==> config.mk <==
export PLATFORM = sky130hd
export DESIGN_NAME = apb_master_sequencer
export DESIGN_NICKNAME = d
export VERILOG_FILES = /design/src/rtl/apb_master_sequencer.sv
export SDC_FILE = /design/constraint.sdc
export NUM_CORES = 1
export LEC_CHECK = 0
export ABC_CLOCK_PERIOD_IN_PS = 4900
export CAP_MARGIN = 20
export CORE_AREA = 5 5 104 106
export CTS_BUF_LIST = sky130_fd_sc_hd__clkbuf_4 sky130_fd_sc_hd__clkbuf_8
export DETAILED_ROUTE_END_ITERATION = 8
export DIE_AREA = 0 0 109 111
export MAX_ROUTING_LAYER = met4
export PLACE_DENSITY = 0.89
export SYNTH_ARGS = -nofsm -noshare
export SYNTH_HDL_FRONTEND = slang
export SYNTH_SLANG_ARGS = --single-unit
==> constraint.sdc <==
create_clock -name clk -period 4.9 [get_ports clk]
set_clock_uncertainty 0.2 [all_clocks]
set_input_delay 1.225 -clock clk [delete_from_list [all_inputs] [get_ports clk]]
set_output_delay 1.225 -clock clk [all_outputs]
set_load 0.02 [all_outputs]
==> src/rtl/apb_master_sequencer.sv <==
// APB master sequencer: arbitrates data/config request channels, runs one
// SETUP/ACCESS transfer at a time and returns a per-transfer response.
module apb_master_sequencer #(
   parameter int TOTAL_SLAVE    = 8,
   parameter int SLV_ID_WIDTH   = 7,
   parameter int ADDR_WIDTH     = 7,
   parameter int DATA_WIDTH     = 32,
   parameter int TIMEOUT_CYCLES = 16
) (
   input  logic                    clk,
   input  logic                    rst,
   input  logic                    dat_req,
   input  logic                    dat_write,
   input  logic [SLV_ID_WIDTH-1:0] dat_id,
   input  logic [ADDR_WIDTH-1:0]   dat_addr,
   input  logic [DATA_WIDTH-1:0]   dat_wdata,
   output logic                    dat_ack,
   input  logic                    cfg_req,
   input  logic [SLV_ID_WIDTH-1:0] cfg_id,
   input  logic [ADDR_WIDTH-1:0]   cfg_addr,
   input  logic [DATA_WIDTH-1:0]   cfg_wdata,
   output logic                    cfg_ack,
   output logic                    rsp_valid,
   output logic                    rsp_src,
   output logic                    rsp_err,
   output logic [DATA_WIDTH-1:0]   rsp_rdata,
   output logic                    busy,
   output logic [TOTAL_SLAVE-1:0]  psel,
   output logic                    penable,
   output logic                    pwrite,
   output logic [ADDR_WIDTH-1:0]   paddr,
   output logic [DATA_WIDTH-1:0]   pwdata,
   input  logic [DATA_WIDTH-1:0]   prdata,
   input  logic                    pready,
   input  logic                    pslverr
);

   // state  | meaning
   // IDLE   | waiting for a request; grants and captures on the clock edge
   // SETUP  | APB setup phase: psel high, penable low (one cycle)
   // ACCESS | APB access phase: psel and penable high until pready or timeout
   // ERR    | captured id out of range; one cycle, no APB activity

   typedef enum logic [1:0] {
      ST_IDLE   = 2'd0,
      ST_SETUP  = 2'd1,
      ST_ACCESS = 2'd2,
      ST_ERR    = 2'd3
   } state_t;

   localparam int                     CNT_W     = (TIMEOUT_CYCLES > 2) ? $clog2(TIMEOUT_CYCLES) : 1;
   localparam logic [CNT_W-1:0]       CNT_LAST  = CNT_W'(TIMEOUT_CYCLES - 1);
   localparam logic [31:0]            SLV_LIMIT = 32'(TOTAL_SLAVE);
   localparam logic [TOTAL_SLAVE-1:0] SEL_ONE   = TOTAL_SLAVE'(1);

   state_t                  state;
   state_t                  state_nxt;

   logic                    last_grant;
   logic                    grant_any;
   logic                    grant_cfg;
   logic [SLV_ID_WIDTH-1:0] sel_id;
   logic                    id_ok;

   logic [SLV_ID_WIDTH-1:0] id_q;
   logic [ADDR_WIDTH-1:0]   addr_q;
   logic [DATA_WIDTH-1:0]   wdata_q;
   logic                    write_q;
   logic                    src_q;

   logic [CNT_W-1:0]        wait_cnt;
   logic                    access_done;
   logic                    access_tmo;
   logic                    capture;

   // round-robin: on a tie, the channel that did not win last time gets it
   always_comb begin
      grant_any = dat_req | cfg_req;
      grant_cfg = cfg_req & (~dat_req | ~last_grant);
      sel_id    = grant_cfg ? cfg_id : dat_id;
      id_ok     = (32'(sel_id) < SLV_LIMIT);
      capture   = (state == ST_IDLE) && grant_any;
   end

   always_comb begin
      access_done = (state == ST_ACCESS) && pready;
      access_tmo  = (state == ST_ACCESS) && !pready && (wait_cnt == CNT_LAST);
   end

   always_ff @(posedge clk or posedge rst) begin
      if (rst) state <= ST_IDLE;
      else     state <= state_nxt;
   end

   always_comb begin
      state_nxt = state;
      case (state)
         ST_IDLE: begin
            if (grant_any) state_nxt = id_ok ? ST_SETUP : ST_ERR;
         end
         ST_SETUP:  state_nxt = ST_ACCESS;
         ST_ACCESS: begin
            if (access_done || access_tmo) state_nxt = ST_IDLE;
         end
         ST_ERR:    state_nxt = ST_IDLE;
         default:   state_nxt = ST_IDLE;
      endcase
   end

   always_ff @(posedge clk or posedge rst) begin
      if (rst) begin
         last_grant <= 1'b1;
         id_q       <= '0;
         addr_q     <= '0;
         wdata_q    <= '0;
         write_q    <= 1'b0;
         src_q      <= 1'b0;
      end else if (capture) begin
         last_grant <= grant_cfg;
         id_q       <= sel_id;
         addr_q     <= grant_cfg ? cfg_addr : dat_addr;
         wdata_q    <= grant_cfg ? cfg_wdata : dat_wdata;
         write_q    <= grant_cfg | dat_write;
         src_q      <= grant_cfg;
      end
   end

   always_ff @(posedge clk or posedge rst) begin
      if (rst) begin
         dat_ack <= 1'b0;
         cfg_ack <= 1'b0;
      end else begin
         dat_ack <= capture & ~grant_cfg;
         cfg_ack <= capture & grant_cfg;
      end
   end

   // wait-state counter runs only while stalled in ACCESS; any exit clears it
   always_ff @(posedge clk or posedge rst) begin
      if (rst) begin
         wait_cnt <= '0;
      end else if ((state == ST_ACCESS) && !pready && (wait_cnt != CNT_LAST)) begin
         wait_cnt <= wait_cnt + 1'b1;
      end else begin
         wait_cnt <= '0;
      end
   end

   always_ff @(posedge clk or posedge rst) begin
      if (rst) begin
         rsp_valid <= 1'b0;
         rsp_src   <= 1'b0;
         rsp_err   <= 1'b0;
         rsp_rdata <= '0;
      end else begin
         rsp_valid <= access_done | access_tmo | (state == ST_ERR);
         rsp_src   <= (access_done | access_tmo | (state == ST_ERR)) ? src_q : 1'b0;
         rsp_err   <= access_done ? pslverr : (access_tmo | (state == ST_ERR));
         rsp_rdata <= (access_done && !write_q) ? prdata : '0;
      end
   end

   always_comb begin
      busy    = (state == ST_SETUP) || (state == ST_ACCESS);
      psel    = busy ? (SEL_ONE << id_q) : '0;
      penable = (state == ST_ACCESS);
      pwrite  = write_q;
      paddr   = addr_q;
      pwdata  = wdata_q;
   end

endmodule

==> results of run 1 <==
[through the flow]
stage                     instance area [sq um]  worst slack, ns
after global placement                     5921            1.300
final                                      6127            1.204
after global routing                       6127            1.006
after floorplan                            3681            1.085
after detailed placement                   5921            1.117
after CTS                                  6127            1.164
[how the worst min path moves through the flow]
stage	start	endpoint	slack [ns]	cells after the start
4_1_cts	wait_cnt[0]	wait_cnt[0]	0.28	1
3_3_place_gp	wait_cnt[0]	wait_cnt[0]	0.24	1
3_5_place_dp	wait_cnt[0]	wait_cnt[0]	0.26	1
6_report	wait_cnt[0]	wait_cnt[0]	0.27	1
2_1_floorplan	wait_cnt[0]	wait_cnt[0]	0.23	1
5_1_grt	wait_cnt[0]	wait_cnt[0]	0.29	1
[registers in the layout, summed over array words and instances (netlist names), 2 cells and up]
name and count:
rsp_rdata 32, pwdata 32, id_q 7, state 2, paddr 7, wait_cnt 4
[report_power, final]
part	internal, mW	total (mW)	switching [mW]
clock	0.268	0.519	0.251
combinational	0.764	1.58	0.813
sequential	1.03	1.17	0.141
total	2.06	3.26	1.21
[cell usage after synthesis (all sizes together)]
cell type / count / area share, %
dfstp: 1 / 0.71
buf: 10 / 3.1
o21ai: 7 / 1.1
and3: 1 / 0.17
nand2b: 3 / 0.51
inv: 46 / 4.7
clkbuf: 8 / 0.82
nor4: 4 / 0.68
dfrtp: 91 / 62
nand2: 11 / 1.1
nor2b: 3 / 0.51
nor3: 3 / 0.41
ha: 6 / 2.0
a21boi: 1 / 0.20
a222oi: 42 / 11
and2: 34 / 5.8
nand3: 3 / 0.41
a21o: 2 / 0.41
mux2i: 6 / 1.6
a22oi: 1 / 0.20
xor2: 2 / 0.48
a21oi: 2 / 0.27
nor2: 14 / 1.5
[cell families (layout without fill, tap and decap cells)]
group | count (synthesis) | after routing
buffers and inverters | 64 | 283
AND/OR/NAND/NOR | 76 | 76
adder cells (fa/ha/maj) | 6 | 6
flip-flops | 92 | 92
XOR/XNOR | 2 | 2
AO/OA/AOI/OAI | 55 | 55
multiplexers | 6 | 6
[layer usage]
layer	GRT usage (%)	up-vias	wire length [microns]
met5	-	-	0
met2	32.92	152	5947
met4	7.071	0	190
met1	22.62	1584	4396
li1	-	1484	-
met3	3.960	18	860
[area by class of cell]
class                      count  area (sq um)
clock inverter                 4         47.55
timing repair buffer         221          2202
tap                          133         166.4
multi-input combinational    145          1075
clock buffer                  12         158.9
inverter                      46         173.9
sequential                    92          2303
fill                         760          3557
==> flow_summary_export.csv, run 1 <==
group,metric,value,unit
global_route,grt_pass1_vias,3498,
setup_path,worstPathRequired,3.47,ns
setup_path,crit_family,"buffers and inverters",
global_route,antenna_found_initial,0,
sta,slew_headroom,32.11,%
routing,wire_per_inst,17.45,microns
clock_network,clk_pin_slew,0.09,ns
setup_path,crit_end,"psel[3]",
sta,hold_ws,0.2747,ns
setup_path,path_max_fanout,4,
global_route,grt_overflow_total,0,
die,dieArea,12100,sq um
synth,synth-adder-area-share,2.039,%
routing,vias,3238,
run_status,outcome,"completed",
clock_network,cts_buffers,9,
die,die_x,109,microns
routing,drtIter0Drc,404,
setup_path,reg2reg_from,"state[0]",
synth,synthCells,301,
synth,synth_mux_area_share,1.632,%
final_layout,post-route-util,63.27,%
clock_network,cts_buffer_depth,2,
routing,drc,0,
final_layout,layout_commonest_cell,"clkdlybuf4s50_1",
synth,synth_warnings,0,
synth,ys_seq_area_share,62.58,%
synth,ys_types,27,
die,rows,36,
setup_path,crit_slowest_cell,"clkdlybuf4s50_1",
setup_path,crit_start,"state[0]",
sta,fmax,270.5,MHz
setup_path,cp.depth,6,
final_layout,nets,652,
clock_network,htreeDepth,3,
power,p_leak,2.803,nW
sta,finalSetupViolations,0,
synth,synth-seq-cells,92,
clock_network,clk_latency,0.34,ns
clock_network,cts_hold_buf,0,
setup_path,crit_chain,"inv_1 > ha_1 > nor2b_1 > nand2_1 > nor3_1 > clkdlybuf4s50_1",
final_layout,layout_common_cells,"clkdlybuf4s50_1, dfrtp_1, inv_1",
setup_path,worst-path-buf-inv,2,
global_route,grtUsageTotal,19.46,%
placement,dp_cells,637,
die,initial_core_util,38.01,%
clock_network,root_buffer,"clkbuf_8",
clock_network,cts_tree,"built",
final_layout,fin_cells,653,
sta,finalHoldViolCount,0,
sta,min_period,3.696,ns
worst_hold_path,hp-class,"flop to flop",
sta,tightest_slew,1.016,ns
routing,routed_wl,11390,microns
global_route,grt_max_degree,55,
setup_path,reg2regPathDepth,6,
setup_path,r2r_slack,2.58,ns
sta,grt_setup_unrepaired,"false",
power,power,3.263,mW
routing,vias_per_cell,4.959,
global_route,grt_pass1_wl,18010,microns
clock_network,cts_setup_buffers,0,
clock_network,post_cts_resized,0,
synth,syn_area,3681,sq um
die,die_h,111,microns
power,ir_drop,0.2724,mV
die,io_pins,218,
die,coreArea,9684,sq um
setup_path,end_kind,"output port",
sta,slew_violations,0,
power,power.density,532.6,nW/um^2
run,drv_cap,0,
placement,gp_congestion,0.7690,
placement,hpwl,8728,microns
routing,dr.pass1.iters,9,
clock_network,cts_num_sinks,92,
setup_path,r2r_end,"pwdata[2]",
routing,postRouteAntennaNets,0,
placement,io_buffers,217,
synth,synth_xor_area_share,0.4759,%
synth,synth_top_family_by_area,"compound AO/OA/AOI/OAI gates",
setup_path,worst-setup-path-type,"flop to output port",
synth,synth_nets,438,
setup_path,start_kind,"flop",
sta,finalCritPeriodShare,75.44,%
final_layout,n_antenna_cell,0,
synth,synth-simple-area-share,11.15,%
final_layout,syn2layout_area_growth,66.45,%
final_layout,drive_above_1_share,4.808,%
setup_path,critPathArrivalTime,2.27,ns
setup_path,cpPeakStageDelay,0.64,ns
synth,syn_avg_cell_area,12.23,sq um
sta,finalSetupTns,0,ns
synth,synth_compound_area_share,13.56,%
(Power assumes the default switching activity.)
==> inputs of run 2 (changes only) <==
- ABC_CLOCK_PERIOD_IN_PS: 4900 -> 3200
- CORE_AREA: 5 5 104 106 -> 5 5 109 111
- DIE_AREA: 0 0 109 111 -> 0 0 114 116
- PLACE_DENSITY: 0.89 -> 0.85
- clock period: 4.9 -> 3.2 ns (I/O delays scaled with it)
==> flow_summary_export.csv, run 2 (synthesis gave the netlist of run 1 again) <==
group,metric,value,unit
run_status,outcome,"completed",
setup_path,crit_start,"state[1]",
global_route,grtUsageTotal,17.55,%
sta,finalCritPeriodShare,93.24,%
setup_path,path_max_fanout,4,
setup_path,cpPeakStageDelay,0.39,ns
routing,drtIter0Drc,206,
setup_path,reg2reg_from,"state[0]",
final_layout,n_antenna_cell,0,
global_route,grt_overflow_total,0,
sta,finalSetupViolations,0,
sta,min_period,2.984,ns
setup_path,start_kind,"flop",
global_route,grt_pass1_vias,3649,
run,drv_cap,0,
final_layout,multi_input_area,1081,sq um
clock_network,cts_num_sinks,92,
clock_network,clk_latency,0.35,ns
sta,grt_setup_unrepaired,"false",
routing,postRouteAntennaNets,0,
setup_path,crit_end,"psel[3]",
final_layout,syn2layout_area_growth,66.21,%
sta,fmax,335.1,MHz
setup_path,worstPathRequired,2.20,ns
worst_hold_path,hp-class,"flop to flop",
placement,place_area,5939,sq um
global_route,grt_pass1_wl,17570,microns
sta,tightest_slew,1.034,ns
routing,vias,3249,
routing,vias_per_cell,4.915,
sta,finalSetupTns,0,ns
setup_path,critPathArrivalTime,1.98,ns
routing,wire_per_inst,17.46,microns
placement,hpwl,8809,microns
power,power,4.947,mW
power,p_leak,2.836,nW
die,die_h,116,microns
final_layout,layout_commonest_cell,"clkdlybuf4s50_1",
global_route,grt_max_degree,55,
sta,slew_violations,0,
die,dieArea,13220,sq um
power,power.density,808.5,nW/um^2
die,die_x,114,microns
final_layout,final_cell_area,6118,sq um
setup_path,r2r_end,"pwdata[18]",
setup_path,worst-path-buf-inv,2,
clock_network,cts_tree,"built",
routing,routed_wl,11540,microns
routing,drc,0,
die,io_pins,218,
power,ir_drop,0.3683,mV
final_layout,drive_above_1_share,5.374,%
clock_network,htreeDepth,3,
final_layout,seqCellArea,2303,sq um
sta,slew_headroom,30.90,%
sta,hold_ws,0.2701,ns
global_route,antenna_found_initial,0,
clock_network,root_buffer,"clkbuf_8",
clock_network,clk_pin_slew,0.09,ns
clock_network,cts_buffers,9,
setup_path,cp.depth,6,
final_layout,fill_cells,902,
sta,finalHoldViolCount,0,
setup_path,r2r_slack,0.86,ns
die,rows,38,
final_layout,layout_common_cells,"clkdlybuf4s50_1, dfrtp_1, inv_1",
setup_path,reg2regPathDepth,6,
placement,io_buffers,217,
clock_network,cts_buffer_depth,2,
die,coreArea,10700,sq um
setup_path,crit_family,"simple AND/OR/NAND/NOR gates",
final_layout,nets,653,
setup_path,worst-setup-path-type,"flop to output port",
die,initial_core_util,34.41,%
placement,gp_congestion,0.8066,
routing,dr.pass1.iters,5,
setup_path,crit_chain,"inv_1 > ha_1 > nor2b_1 > nand2_1 > nor3_1 > dlygate4sd2_1",
setup_path,end_kind,"output port",
setup_path,crit_slowest_cell,"dfrtp_1",
-- run 2: cell type report --
cell class / instances / area share [%]
sequential: 92 / 37.65
multi-input combinational: 145 / 17.67
tap: 140 / 2.863
inverter: 46 / 2.883
clock inverter: 5 / 0.6135
timing repair buffer: 222 / 35.95
clock buffer: 11 / 2.372
-- run 2: worst min-delay path by stage --
stage | from | end | slack [ns] | depth (start not counted)
2_1_floorplan | wait_cnt[0] | wait_cnt[0] | 0.23 | 1
3_3_place_gp | wait_cnt[0] | wait_cnt[0] | 0.24 | 1
3_5_place_dp | wait_cnt[0] | wait_cnt[0] | 0.26 | 1
4_1_cts | wait_cnt[0] | wait_cnt[0] | 0.27 | 1
5_1_grt | wait_cnt[0] | wait_cnt[0] | 0.29 | 1
6_report | wait_cnt[0] | wait_cnt[0] | 0.27 | 1
-- run 2: per-stage QoR --
step                      utilization (%)  setup WS [ns]  std cells
after floorplan                         -         0.5559        301
after global placement              55.52         0.2010        645
after detailed placement            55.52         0.1622        645
after CTS                           57.20        0.01629        661
after global routing                57.19        0.06157        661
final                               57.19         0.2162        661
-- run 2: report_power, final --
| part | leakage, nW | internal, mW | switching [mW] |
|---|---|---|---|
| clock network | 0.0889 | 0.314 | 0.402 |
| registers | 1.18 | 1.57 | 0.231 |
| logic | 1.56 | 1.17 | 1.26 |
-- run 2: routing by layer --
layer	routed length, microns	GRT usage [%]	vias to the layer above
li1	-	-	1489
met1	4201	18.27	1574
met2	6229	31.62	165
met3	846	4.230	21
met4	261	7.522	0
met5	0	-	-
-- run 2: repair_timing --
item | in CTS | in global routing
hold buffers | 0 | 0
buffers inserted | 0 | 0
endpoints found under the setup margin | 6 | 2
gates resized for setup | 8 | 4
-- run 2: worst reg2reg max path, stage by stage (launching register included) --
cell and delay, ns:
dfrtp_1 0.41, inv_1 0.12, ha_1 0.27, o21ai_4 0.10, nor2_4 0.80, a222oi_1 0.26
inv_1 0.11
==> inputs of run 3 (changes only) <==
- CORE_AREA: 5 5 109 111 -> 5 5 121 100
- CTS_CLUSTER_DIAMETER: unset -> 40
- DIE_AREA: 0 0 114 116 -> 0 0 126 105
- PLACE_DENSITY: 0.85 -> 0.86
==> flow_summary_export.csv, run 3 (synthesis gave the netlist of run 1 again) <==
group,metric,value,unit
sta,slew_violations,0,
final_layout,layout_commonest_cell,"clkdlybuf4s50_1",
power,pwr-share-clk,14.9,%
final_layout,final_cell_area,6136,sq um
placement,gp_congestion,0.8550,
placement,hpwl,8717,microns
setup_path,crit_chain,"inv_1 > ha_1 > nor2b_1 > nand2_1 > nor3_1 > dlygate4sd2_1",
clock_network,cts_buffers,9,
setup_path,crit_slowest_cell,"dfrtp_1",
sta,finalSetupViolations,0,
die,dieArea,13230,sq um
global_route,grt_overflow_total,0,
setup_path,reg2reg_from,"state[0]",
sta,min_period,2.933,ns
die,rows,34,
power,comb_power_share,48.6,%
routing,wire_per_inst,16.64,microns
setup_path,critPathArrivalTime,1.93,ns
global_route,grt_pass1_vias,3407,
routing,postRouteAntennaNets,0,
clock_network,root_buffer,"clkbuf_8",
routing,dr.pass1.iters,9,
global_route,grt_max_degree,55,
final_layout,nets,654,
clock_network,cts_num_sinks,92,
final_layout,drive_above_1_share,5.364,%
setup_path,start_kind,"flop",
sta,slew_headroom,33.62,%
die,die_h,105,microns
clock_network,cts_setup_buffers,0,
setup_path,crit_family,"buffers and inverters",
placement,io_buffers,217,
routing,drtIter0Drc,358,
setup_path,worst-setup-path-type,"flop to output port",
worst_hold_path,hold_path_depth,1,
run,drv_cap,0,
power,power.density,807.0,nW/um^2
final_layout,syn2layout_area_growth,66.69,%
power,switching_share,38.04,%
placement,place_area,5952,sq um
global_route,grt_pass1_wl,17370,microns
final_layout,layout_common_cells,"clkdlybuf4s50_1, dfrtp_1, inv_1",
sta,grt_setup_unrepaired,"false",
die,coreArea,10720,sq um
sta,finalHoldViolCount,0,
run_status,outcome,"finished with violations",
worst_hold_path,holdPathEnd,"wait_cnt[0]",
sta,fmax,340.9,MHz
sta,finalCritPeriodShare,91.66,%
power,ir_drop,0.3695,mV
worst_hold_path,min_from,"wait_cnt[0]",
setup_path,worstPathRequired,2.20,ns
power,power_frac_seq,36.5,%
routing,vias,3235,
setup_path,reg2regPathDepth,6,
setup_path,end_kind,"output port",
setup_path,path_max_fanout,4,
final_layout,n_antenna_cell,0,
global_route,grtUsageTotal,16.85,%
routing,drc,4,
power,p_switching,1.884,mW
die,initial_core_util,34.34,%
sta,finalSetupTns,0,ns
power,internal_power,3.068,mW
clock_network,clk_latency,0.35,ns
routing,vias_per_cell,4.857,
run_status,violations,"DRC",
sta,tightest_slew,0.9934,ns
die,io_pins,218,
global_route,antenna_found_initial,0,
routing,routed_wl,11080,microns
clock_network,cts_tree,"built",
setup_path,worst-path-buf-inv,2,
power,p_leak,2.861,nW
setup_path,r2r_slack,0.90,ns
worst_hold_path,hp-class,"flop to flop",
setup_path,r2r_end,"pwdata[9]",
die,die_x,126,microns
setup_path,cpPeakStageDelay,0.40,ns
clock_network,cts_buffer_depth,2,
clock_network,htreeDepth,3,
clock_network,clk_pin_slew,0.10,ns
-- run 3: changes by cell type in the layout (fill, tap and decap cells not counted), sizes merged --
cell / delta
inv: +2
buf: +1
clkinv: -1
clkinvlp: -1
dlygate4sd2: -1
dlymetal6s2s: +1
-- run 3: through the flow --
stage | hold slack, ns | instances | utilization, % | total power [mW] | worst slack, ns
5_1_grt | 0.3009 | 666 | 57.24 | 5.278 | 0.03923
4_1_cts | 0.2764 | 666 | 57.22 | 5.021 | 0.0005751
3_5_place_dp | 0.2619 | 650 | 55.52 | 4.265 | 0.2603
6_report | 0.2762 | 666 | 57.24 | 4.952 | 0.2668
2_1_floorplan | 0.2295 | 301 | - | 3.157 | 0.5559
3_3_place_gp | 0.2449 | 650 | 55.52 | 4.175 | 0.3095
-- run 3: power groups by stage --
stage	logic, mW	clock network [mW]	registers, mW
5_1_grt	2.59	0.832	1.86
2_1_floorplan	0.967	0	2.19
6_report	2.41	0.739	1.81
4_1_cts	2.44	0.775	1.81
3_3_place_gp	2.37	0	1.80
3_5_place_dp	2.43	0	1.83
-- run 3: worst max path at each step --
| stage | cells past startpoint | from | to | slack, ns |
|---|---|---|---|---|
| 6_report | 6 | state[1] | psel[3] | 0.27 |
| 5_1_grt | 6 | state[1] | psel[3] | 0.04 |
| 4_1_cts | 7 | state[1] | psel[4] | 0.0006 |
| 3_5_place_dp | 6 | state[1] | psel[1] | 0.26 |
| 3_3_place_gp | 6 | state[1] | psel[1] | 0.31 |
| 2_1_floorplan | 4 | state[1] | psel[0] | 0.56 |
-- run 3: layout make-up --
| type | count | area [sq um] |
|---|---|---|
| clock inverter | 5 | 45.04 |
| clock buffer | 11 | 145.1 |
| inverter | 46 | 176.4 |
| fill | 894 | 4584 |
| timing repair buffer | 223 | 2211 |
| tap | 144 | 180.2 |
| sequential | 92 | 2303 |
| multi-input combinational | 145 | 1075 |
-- run 3: worst reg2reg max path: cells and delay by family (launching register included) --
kind,cells,cell delay (ns)
AND/OR/NAND/NOR,1,0.78
flip-flops,1,0.41
AO/OA/AOI/OAI,2,0.33
adder cells (fa/ha/maj),1,0.28
buffers and inverters,2,0.24
-- run 3: timing repair --
| item | CTS | global route |
|---|---|---|
| hold buffers | 0 | 0 |
| gates resized for setup | 6 | 5 |
| endpoints found under the setup margin | 6 | 3 |
| gates cloned | 0 | 0 |
| endpoints found under the hold margin | 0 | 0 |
-- run 3: routing by layer --
metal	vias to the layer above	routed length (microns)	track usage (%)
li1	1490	-	-
met1	1561	4367	19.42
met2	170	5548	27.64
met3	14	1025	6.323
met4	0	140	4.824
met5	-	0	-
